--- src/rtl/regfile_wb_arbiter.sv ---
// Arbitrates the register file's single write port between the ALU (A) and load (M) write-backs.
// Latency: accept at edge N, wr_en high after edge N+1 when uncontended; a loser waits at most one extra cycle.
// Backpressure: x_ready = !full_x | grant_x, driven only by registered state, so one write per cycle is sustained.
module regfile_wb_arbiter #(
  parameter int DATA_W       = 32,
  parameter int ADDR_W       = 5,
  parameter bit ZERO_DISCARD = 1'b1
) (
  input  logic                     clk,
  input  logic                     rst,
  input  logic                     a_valid,
  output logic                     a_ready,
  input  logic [ADDR_W-1:0]        a_reg,
  input  logic [DATA_W-1:0]        a_data,
  input  logic                     m_valid,
  output logic                     m_ready,
  input  logic [ADDR_W-1:0]        m_reg,
  input  logic [DATA_W-1:0]        m_data,
  output logic                     wr_en,
  output logic [ADDR_W-1:0]        wr_reg,
  output logic [DATA_W-1:0]        wr_data,
  output logic [(1<<ADDR_W)-1:0]   pending
);

  // Holding buffers
  logic              full_a, full_m;
  logic [ADDR_W-1:0] buf_a_reg, buf_m_reg;
  logic [DATA_W-1:0] buf_a_data, buf_m_data;

  // Age flags: older_a / older_m say which entry was loaded on an earlier edge.
  // Both clear while both are full means they were loaded on the same edge.
  logic older_a, older_m;

  // Round-robin tie-break for same-edge loads to different registers (0 = A, 1 = M).
  logic rr_ptr;

  logic              grant_a, grant_m, rr_used;
  logic              load_a, load_m, keep_a, keep_m;
  logic              any_grant, discard;
  logic [ADDR_W-1:0] sel_reg;
  logic [DATA_W-1:0] sel_data;

  // Grant selection from buffer state only (no valid-to-ready path).
  always_comb begin
    grant_a = 1'b0;
    grant_m = 1'b0;
    rr_used = 1'b0;
    if (full_a && !full_m) begin
      grant_a = 1'b1;
    end else if (!full_a && full_m) begin
      grant_m = 1'b1;
    end else if (full_a && full_m) begin
      if (older_a) begin
        grant_a = 1'b1;
      end else if (older_m) begin
        grant_m = 1'b1;
      end else if (buf_a_reg == buf_m_reg) begin
        // Same destination: M first so the ALU value lands last.
        grant_m = 1'b1;
      end else begin
        rr_used = 1'b1;
        if (rr_ptr) grant_m = 1'b1;
        else        grant_a = 1'b1;
      end
    end
  end

  assign a_ready   = !full_a || grant_a;
  assign m_ready   = !full_m || grant_m;
  assign load_a    = a_valid && a_ready;
  assign load_m    = m_valid && m_ready;
  assign keep_a    = full_a && !grant_a;
  assign keep_m    = full_m && !grant_m;
  assign any_grant = grant_a || grant_m;
  assign sel_reg   = grant_m ? buf_m_reg  : buf_a_reg;
  assign sel_data  = grant_m ? buf_m_data : buf_a_data;
  assign discard   = ZERO_DISCARD && (sel_reg == '0);

  // Buffer, age, round-robin and output-stage registers.
  always_ff @(posedge clk) begin
    if (rst) begin
      full_a     <= 1'b0;
      full_m     <= 1'b0;
      buf_a_reg  <= '0;
      buf_a_data <= '0;
      buf_m_reg  <= '0;
      buf_m_data <= '0;
      older_a    <= 1'b0;
      older_m    <= 1'b0;
      rr_ptr     <= 1'b0;
      wr_en      <= 1'b0;
      wr_reg     <= '0;
      wr_data    <= '0;
    end else begin
      if (load_a) begin
        full_a     <= 1'b1;
        buf_a_reg  <= a_reg;
        buf_a_data <= a_data;
      end else if (grant_a) begin
        full_a <= 1'b0;
      end

      if (load_m) begin
        full_m     <= 1'b1;
        buf_m_reg  <= m_reg;
        buf_m_data <= m_data;
      end else if (grant_m) begin
        full_m <= 1'b0;
      end

      // The entry that survives an edge without being granted is older than a fresh load.
      if (load_a && load_m) begin
        older_a <= 1'b0;
        older_m <= 1'b0;
      end else if (load_a && keep_m) begin
        older_a <= 1'b0;
        older_m <= 1'b1;
      end else if (keep_a && load_m) begin
        older_a <= 1'b1;
        older_m <= 1'b0;
      end else begin
        older_a <= 1'b0;
        older_m <= 1'b0;
      end

      if (rr_used) rr_ptr <= ~rr_ptr;

      wr_en <= any_grant && !discard;
      if (any_grant && !discard) begin
        wr_reg  <= sel_reg;
        wr_data <= sel_data;
      end
    end
  end

  // Pending mask: buffered destinations plus the write currently on the port.
  always_comb begin
    pending = '0;
    if (full_a) pending[buf_a_reg] = 1'b1;
    if (full_m) pending[buf_m_reg] = 1'b1;
    if (wr_en)  pending[wr_reg]    = 1'b1;
    if (ZERO_DISCARD) pending[0] = 1'b0;
  end

endmodule

--- config.mk ---
export PLATFORM = sky130hd
export DESIGN_NAME = regfile_wb_arbiter
export DESIGN_NICKNAME = d
export VERILOG_FILES = /design/src/rtl/regfile_wb_arbiter.sv
export SDC_FILE = /design/constraint.sdc
export NUM_CORES = 1
export LEC_CHECK = 0
export BUFFER_PORTS_ARGS = -buffer_cell sky130_fd_sc_hd__buf_2
export CAP_MARGIN = 10
export CORE_MARGIN = 5
export CORE_UTILIZATION = 35
export DETAILED_ROUTE_END_ITERATION = 10
export PLACE_DENSITY = 0.56
export SYNTH_ARGS = -nofsm -noshare
export SYNTH_HDL_FRONTEND = slang
export SYNTH_SLANG_ARGS = --single-unit
--- constraint.sdc ---
create_clock -name clk -period 3 [get_ports clk]
set_input_delay 0.6 -clock clk [delete_from_list [all_inputs] [get_ports clk]]
set_output_delay 0.6 -clock clk [all_outputs]
set_load 0.01 [all_outputs]
==> impl_metrics.toml, run 1 <==
[clock_network]
cts_tree = "done"
clock_path_buffers = 2
cts_root_buffer = "clkbuf_16"
insertion_delay_ns = 0.40
cts_inserted_buffers = 17
numClockSinks = 117
clkSlewWorstSetupHoldPaths_ns = 0.05
htreeDepth = 4
holdBufCountCts = 0

[critical_path]
crit_family = "simple AND/OR/NAND/NOR gates"
cp_max_fo = 12
startpoint = "buf_a_reg[4]"
crit_chain = "xor2_1 > nor4_2 > a21oi_1 > or2_2 > buf_2"
required_ns = 2.40
critPathMaxStageDelay_ns = 0.54
path_class = "register to output pin"
end_kind = "output pin"
cp_slowest_cell = "dfxtp_1"
arrival_ns = 2.25
regToRegStartpoint = "buf_a_reg[4]"
crit_buf_inv = 1
cp-start-kind = "register"

[synthesis]
synth_cell_type_count = 45
synth.avg_cell_area_um2 = 9.07
ys_seq_area_frac = 0.394
yosysTopAreaCell = "dfxtp_1"
ys_ff_latch = 117
ys_warn_count = 0
syn_area_mm2 = 0.00594
synthTopCellsByArea = "dfxtp_1, mux2i_1, a211oi_2, nand4b_1, nand2_1"
synth_top_area_share = 0.394
netlist_instances = 655
synth_fp_nets = 733

[layout]
fillCellCount = 1669
postLayoutCellArea_mm2 = 0.00744
final_cells = 1016
fin_nets = 862
largestRegisters = "buf_a_data x32, buf_m_data x32, wr_data x32"
drive_above_1_share = 0.308
diodes = 0
area_delta_synth_final_pct = 25.2

[sta]
relSlewSlack = 0.440
finalHoldViolations = 0
whs_ns = 0.424
finalCritPeriodShare = 0.950
layout_min_cycle_time_ns = 2.85
rsz0062_at_grt = "no"
setup_tns_ns = 0
fmax_mhz = 351
skew_ns = 0.00605
final_max_slew_viol_count = 0
tightestPinTransition_ns = 0.841
finalSetupViolCount = 0

[die]
io-pin-count = 150
die-area_mm2 = 0.0197
fp.dieH_um = 140
start_util = 0.357
core_area_mm2 = 0.0166
die_w_um = 140
rows = 47

[placement]
dp.final_hpwl_mm = 12.2
place_inst = 980
io_buffer_count = 148
gp_congestion = 0.858
dpl_cell_area_mm2 = 0.00687

[global_route]
grt_max_degree = 52
grt_pass1_wl_mm = 28.3
grt_remaining_overflow = 0
antenna_found_initial = 2
grt_usage = 0.178
first_global_vias = 5262

[drt]
wl_per_cell_um = 17.6
met2_length_mm = 8.40
vias = 5354
drcViolationCount = 0
highest_layer = "met5"
wirelength_met1_mm = 7.96
routed_wirelength_mm = 17.9
final_antenna_net_count = 0
viasPerCell = 5.27
dr_wl_met3_mm = 1.32
dr.first_iter.drc_count = 406
dr.pass1.iters = 5

[min_path]
hold_path_class = "input port to register"
holdCritStartpoint = "a_data[12]"

[power]
report.power.total_w = 0.00449
cellLeakagePower_nw = 3.26
pwr_density_cell_mw_per_mm2 = 603
ir_drop_mv = 0.346

[job]
drv_cap = 0

[outcome]
status = "finished clean"
## stage by stage
stage                     setup WS (ns)  utilization
after floorplan                   0.773            -
after global placement            0.486        0.413
after detailed placement          0.409        0.413
after CTS                        0.0403        0.445
after global routing            0.00449        0.447
final                             0.150        0.447
## metal layers
layer / up-vias / track usage
met3: 23 / 0.0525
met1: 2512 / 0.233
li1: 2605 / -
met2: 210 / 0.284
met5: - / 0
met4: 4 / 0.0515
## layout by cell type, fill, tap and decap left out, drive strengths merged, types with 2 or more instances in the layout
cell and n:
and3 6, o21ai 40, mux2i 75, a22oi 28, xor2 5, or2 5, nor3b 12, or4 2
buf 173, and3b 5, a21oi 42, clkbuf 27, nor2 48, nand2b 37, and2 2, dfxtp 117
inv 6, a211oi 37, nand2 67, a222oi 3, nor3 6, nand4b 37, nor2b 2, clkinv 4
## kinds of logic (layout without fill, tap and decap cells)
logic type	count (synthesis)	in the layout	share of synthesized area
DFF	117	117	0.394
other	1	1	0.000631
AOI/OAI and AO/OA	152	152	0.188
and+or+nand+nor	234	234	0.222
xor gates and xnor gates	6	6	0.00885
buffers and inverters	69	210	0.0575
muxes	76	76	0.128
## synthesized netlist by cell type, drive strengths merged
| cell | count |
|---|---|
| a211oi | 37 |
| a21o | 1 |
| a21oi | 42 |
| a222oi | 3 |
| a22oi | 28 |
| and2 | 2 |
| and2b | 1 |
| and3 | 6 |
| and3b | 5 |
| buf | 22 |
| clkbuf | 41 |
| conb | 1 |
| dfxtp | 117 |
| inv | 6 |
| mux2 | 1 |
| mux2i | 75 |
| nand2 | 67 |
| nand2b | 37 |
| nand3 | 1 |
| nand4b | 37 |
| nor2 | 48 |
| nor2b | 2 |
| nor3 | 6 |
| nor3b | 12 |
| nor4 | 1 |
| nor4b | 1 |
| o211ai | 1 |
| o21ai | 40 |
| or2 | 5 |
| or3 | 1 |
| or4 | 2 |
| xnor2 | 1 |
| xor2 | 5 |
## report_power, final
part / total (W) / internal (W) / leakage [nW] / switching (W)
sequential: 0.00181 / 0.00170 / 0.964 / 0.000113
combinational: 0.000861 / 0.000370 / 2.03 / 0.000491
clock: 0.00182 / 0.00115 / 0.267 / 0.000663
## area by class of cell
type                            instances  area (um2)  share of cell area
Sequential cell                       117        2340               0.315
Clock inverter                          4        20.0             0.00269
Tap cell                              220         275              0.0370
Timing Repair Buffer                  173         981               0.132
Multi-Input combinational cell        469        3280               0.441
Inverter                                6        22.5             0.00303
Clock buffer                           27         513              0.0690
## worst paths after layout
| kind | cells after the start | slack, ns | to |
|---|---|---|---|
| setup / recovery | 5 | 0.15 | a_ready |
| hold / removal | 3 | 0.42 | buf_a_data[12] |
| setup reg to reg | 7 | 0.40 | wr_data[3] |
| hold reg to reg | 2 | 0.47 | buf_m_data[23] |
## worst min-delay path, delay by kind of cell
family | cells | cell delay (ns)
simple gates | 1 | 0.07
mux | 1 | 0.05
buf+inv | 1 | 0.07
## what timing repair did
item | CTS | global route
gates resized for setup | 0 | 1
setup endpoints to repair | 0 | 1
buffers inserted | 0 | 5
Power figures use the tool's default switching activity.
==> run 2: changes to the inputs <==
--- a/config.mk
+++ b/config.mk
@@ -10,7 +10,7 @@
 export CORE_MARGIN = 5
 export CORE_UTILIZATION = 35
 export DETAILED_ROUTE_END_ITERATION = 10
-export PLACE_DENSITY = 0.56
+export PLACE_DENSITY = 0.58
 export SYNTH_ARGS = -nofsm -noshare
 export SYNTH_HDL_FRONTEND = slang
 export SYNTH_SLANG_ARGS = --single-unit
==> constraint.sdc (replaced) <==
create_clock -name clk -period 2.3 [get_ports clk]
set_input_delay 0.46 -clock clk [delete_from_list [all_inputs] [get_ports clk]]
set_output_delay 0.46 -clock clk [all_outputs]
set_load 0.01 [all_outputs]
==> impl_metrics.toml, run 2 (synthesis gave the netlist of run 1 again) <==
[outcome]
status = "finished clean"

[layout]
final_common_cell = "buf_2"
fillCellCount = 1611
fin_nets = 886
largestRegisters = "buf_a_data x32, buf_m_data x32, wr_data x32"
diodes = 0
postLayoutCellArea_mm2 = 0.00785
area_delta_synth_final_pct = 32.2
final_cell_mix = "buf_2, dfxtp_1, mux2i_1"
drive_above_1_share = 0.362
final_util = 0.472

[placement]
dp.final_hpwl_mm = 12.4
io_buffer_count = 148
dpl_cell_area_mm2 = 0.00712
gp_congestion = 0.826

[drt]
drcViolationCount = 0
final_antenna_net_count = 0
dr.pass1.iters = 5
viasPerCell = 5.21
wl_per_cell_um = 17.2
routed_wirelength_mm = 17.9
vias = 5427
dr.first_iter.drc_count = 369

[sta]
tightestPinTransition_ns = 0.574
finalSetupViolCount = 0
rsz0062_at_grt = "yes"
finalHoldViolations = 0
final_max_slew_viol_count = 0
whs_ns = 0.278
skew_ns = 0.00778
fmax_mhz = 444
relSlewSlack = 0.615
layout_min_cycle_time_ns = 2.25
finalCritPeriodShare = 0.979

[die]
fp.dieH_um = 140
start_util = 0.357
die-area_mm2 = 0.0197
io-pin-count = 150
die_w_um = 140
core_area_mm2 = 0.0166
rows = 47

[global_route]
busiest_layer = "met2"
grt_usage = 0.182
grt_pass1_wl_mm = 29.1
grt_util_met3 = 0.0559
antenna_found_initial = 2
first_global_vias = 5427
grt_max_degree = 74
gr-usage-met2 = 0.290
grt_remaining_overflow = 0
gr-usage-met1 = 0.242

[power]
intPower_w = 0.00446
swShare = 0.279
ir_drop_mv = 0.384
pwr_density_cell_mw_per_mm2 = 788
cellLeakagePower_nw = 3.46
clkPwrFrac = 0.417
seqPwrFrac = 0.380
report.power.total_w = 0.00619
p_comb_frac = 0.203
p_switching_w = 0.00173

[critical_path]
arrival_ns = 1.79
cp-start-kind = "register"
end_kind = "output pin"
path_class = "register to output pin"
required_ns = 1.84
cp_max_fo = 3

[clock_network]
insertion_delay_ns = 0.41
numClockSinks = 117
clkSlewWorstSetupHoldPaths_ns = 0.06
clock_path_buffers = 2
htreeDepth = 4
cts_tree = "done"
holdBufCountCts = 0
cts_inserted_buffers = 17
cts_root_buffer = "clkbuf_16"

[min_path]
hold_path_class = "input port to register"

[job]
drv_cap = 0
==> run 2: cell types whose count changed in the layout (fill, tap and decap cells not counted), moves of 3 or more <==
| cell | previous run | this run |
|---|---|---|
| nor3b_2 | 0 | 8 |
| nor3b_1 | 12 | 4 |
| dfxtp_1 | 116 | 107 |
| buf_6 | 0 | 3 |
| buf_4 | 22 | 40 |
| buf_12 | 4 | 9 |
| dfxtp_2 | 1 | 9 |
==> run 2: final cells by class <==
| type | instances | area [um2] | share of cell area |
|---|---|---|---|
| timing repair buffer | 197 | 1240 | 0.158 |
| clock inverter | 8 | 98.8 | 0.0126 |
| tap | 220 | 275 | 0.0350 |
| sequential | 117 | 2360 | 0.300 |
| multi-input combinational | 469 | 3380 | 0.430 |
| inverter | 6 | 22.5 | 0.00287 |
| clock buffer | 24 | 482 | 0.0613 |
==> run 2: through the flow <==
| stage | std cells | setup slack, ns | setup TNS (ns) |
|---|---|---|---|
| after global routing | 1041 | -0.0361 | -0.406 |
| after global placement | 1006 | 0.144 | 0 |
| after CTS | 1043 | -0.00433 | -0.00433 |
| after floorplan | 655 | 0.0926 | 0 |
| final | 1041 | 0.0476 | 0 |
| after detailed placement | 1006 | 0.133 | 0 |
==> run 2: path summary, 6_finish.rpt <==
kind	endpoint	from	slack, ns	depth (start not counted)
max	a_ready	buf_m_reg[1]	0.05	6
min	buf_a_data[10]	a_data[10]	0.28	3
max reg2reg	wr_data[0]	buf_m_reg[1]	0.06	9
min reg2reg	buf_m_data[1]	buf_m_data[1]	0.46	2
==> run 2: repair_timing <==
item / 4_1_cts / 5_1_grt
resized for setup: 11 / 25
setup endpoints to repair: 4 / 53
buffers inserted: 5 / 0
pin swaps: 4 / 4
==> run 2: worst max-delay path: stages (launching register included) <==
cell and delay [ns]:
dfxtp_2 0.32, xor2_1 0.16, nor4_2 0.28, buf_4 0.17, a21oi_4 0.06, or2_4 0.26, buf_6 0.12
==> run 2: routing by layer <==
| metal | part of all wire | vias to the layer above |
|---|---|---|
| met1 | 0.47 | 2567 |
| met5 | 0.0015 | - |
| li1 | - | 2651 |
| met2 | 0.45 | 179 |
| met4 | 0.014 | 4 |
| met3 | 0.064 | 26 |
==> run 2: power by group through the flow <==
stage	Sequential (W)	Clock (W)	Combinational, W
global placement	0.00239	0	0.00121
CTS	0.00235	0.00262	0.00125
finish	0.00235	0.00258	0.00125
global route	0.00237	0.00274	0.00137
floorplan	0.00238	0	0.000745
detailed placement	0.00239	0	0.00122
==> run 3: changes to the inputs <==
--- a/config.mk
+++ b/config.mk
@@ -9,6 +9,7 @@
 export CAP_MARGIN = 10
 export CORE_MARGIN = 5
 export CORE_UTILIZATION = 35
+export CTS_BUF_LIST = sky130_fd_sc_hd__clkbuf_8
 export DETAILED_ROUTE_END_ITERATION = 10
 export PLACE_DENSITY = 0.58
 export SYNTH_ARGS = -nofsm -noshare
==> impl_metrics.toml, run 3 (synthesis gave the netlist of run 1 again) <==
[outcome]
status = "finished clean"

[sta]
rsz0062_at_grt = "yes"
finalHoldViolations = 0
finalCritPeriodShare = 0.999
fmax_mhz = 435
layout_min_cycle_time_ns = 2.30
tightestPinTransition_ns = 0.557
finalSetupViolCount = 0
relSlewSlack = 0.626
skew_ns = 0.00967
layout_setup_ws_ns = 0.00118
final_max_slew_viol_count = 0

[clock_network]
cts_root_buffer = "clkbuf_8"
clkSlewWorstSetupHoldPaths_ns = 0.07
cts_tree = "done"
htreeDepth = 4
numClockSinks = 117
cts_inserted_buffers = 17
insertion_delay_ns = 0.42
clock_path_buffers = 2

[job]
drv_cap = 0

[critical_path]
arrival_ns = 1.84
required_ns = 1.84
cp_max_fo = 3
cp-start-kind = "register"
path_class = "register to output pin"
end_kind = "output pin"
crit_chain = "xor2_2 > nor4_2 > buf_4 > a21oi_4 > or2_4 > buf_6"
critPathMaxStageDelay_ns = 0.33
cp_slowest_cell = "dfxtp_2"

[drt]
viasPerCell = 5.17
vias = 5395
dr.first_iter.drc_count = 392
wl_per_cell_um = 17.1
drcViolationCount = 0
dr.pass1.iters = 8
final_antenna_net_count = 0
routed_wirelength_mm = 17.8

[power]
ir_drop_mv = 0.371
cellLeakagePower_nw = 3.41
pwr_density_cell_mw_per_mm2 = 706

[die]
fp.dieH_um = 140
io-pin-count = 150
die_w_um = 140
die-area_mm2 = 0.0197
start_util = 0.357
rows = 47
core_area_mm2 = 0.0166

[layout]
fin_nets = 888
drive_above_1_share = 0.368
largestRegisters = "buf_a_data x32, buf_m_data x32, wr_data x32"
postLayoutCellArea_mm2 = 0.00772
final_cell_mix = "buf_2, dfxtp_1, mux2i_1"
diodes = 0
final_common_cell = "buf_2"
area_delta_synth_final_pct = 30.1

[global_route]
first_global_vias = 5400
grt_max_degree = 74
grt_pass1_wl_mm = 28.8
grt_usage = 0.179
grt_remaining_overflow = 0
antenna_found_initial = 2

[min_path]
hold_path_class = "input port to register"

[placement]
dpl_cell_area_mm2 = 0.00712
dp_slack_ns = 0.133
gp_congestion = 0.826
dp.final_hpwl_mm = 12.4
io_buffer_count = 148
run 3: changes by cell type in the layout (fill, tap and decap cells not counted), moves of 2 or more:
cell / previous run / this run
clkbuf_1: 4 / 0
clkbuf_8: 3 / 20
buf_6: 3 / 5
clkbuf_16: 17 / 0
inv_1: 6 / 10
run 3: per-stage QoR:
step	setup TNS, ns	hold slack (ns)	utilization	cells	power [W]
floorplan	0	0.442	-	655	0.00312
global placement	0	0.453	0.428	1006	0.00360
detailed placement	0	0.455	0.428	1006	0.00360
CTS	-0.108	0.246	0.456	1043	0.00548
global route	-0.799	0.255	0.464	1043	0.00573
finish	0	0.272	0.464	1043	0.00545
run 3: repair_timing:
item                                   CTS  global route
pin swaps                                3            12
resized for setup                       10            34
setup buffers                            5             3
setup endpoints to repair                9            58
gates cloned                             0             0
hold buffers                             0             0
endpoints found under the hold margin    0             0
run 3: worst max-delay path: cells and delay by family (launching register included):
family,cells,cell delay [ns]
AND/OR/NAND/NOR,2,0.56
AO/OA/AOI/OAI,1,0.07
flip-flops,1,0.33
buffers and inverters,2,0.30
XOR/XNOR,1,0.17
run 3: final timing paths:
kind	from	to	slack, ns	cells after the start
max	buf_m_reg[1]	a_ready	0.001	6
min	a_data[10]	buf_a_data[10]	0.27	3
max reg2reg	buf_m_reg[1]	wr_data[0]	0.05	9
min reg2reg	buf_m_data[1]	buf_m_data[1]	0.46	2
run 3: metal layers:
layer  wire (um)  global-route usage  part of all wire
met1        8250               0.240              0.46
met2        8220               0.288              0.46
met3        1180              0.0487             0.066
met4         123              0.0439            0.0069
met5          21                   0            0.0012
run 3: area by class of cell:
class | instances | area, um2
clock buffers | 20 | 275
clock inverters | 12 | 114
fillers | 1625 | 8920
inverters | 6 | 22.5
multi-input cells | 469 | 3400
flip-flops and latches | 117 | 2360
well taps | 220 | 275
repair buffers | 199 | 1270
run 3: power by group:
group | internal, W | switching [W] | total [W]
sequential | 0.00221 | 0.000140 | 0.00235
combinational | 0.000581 | 0.000680 | 0.00126
clock | 0.00103 | 0.000810 | 0.00184
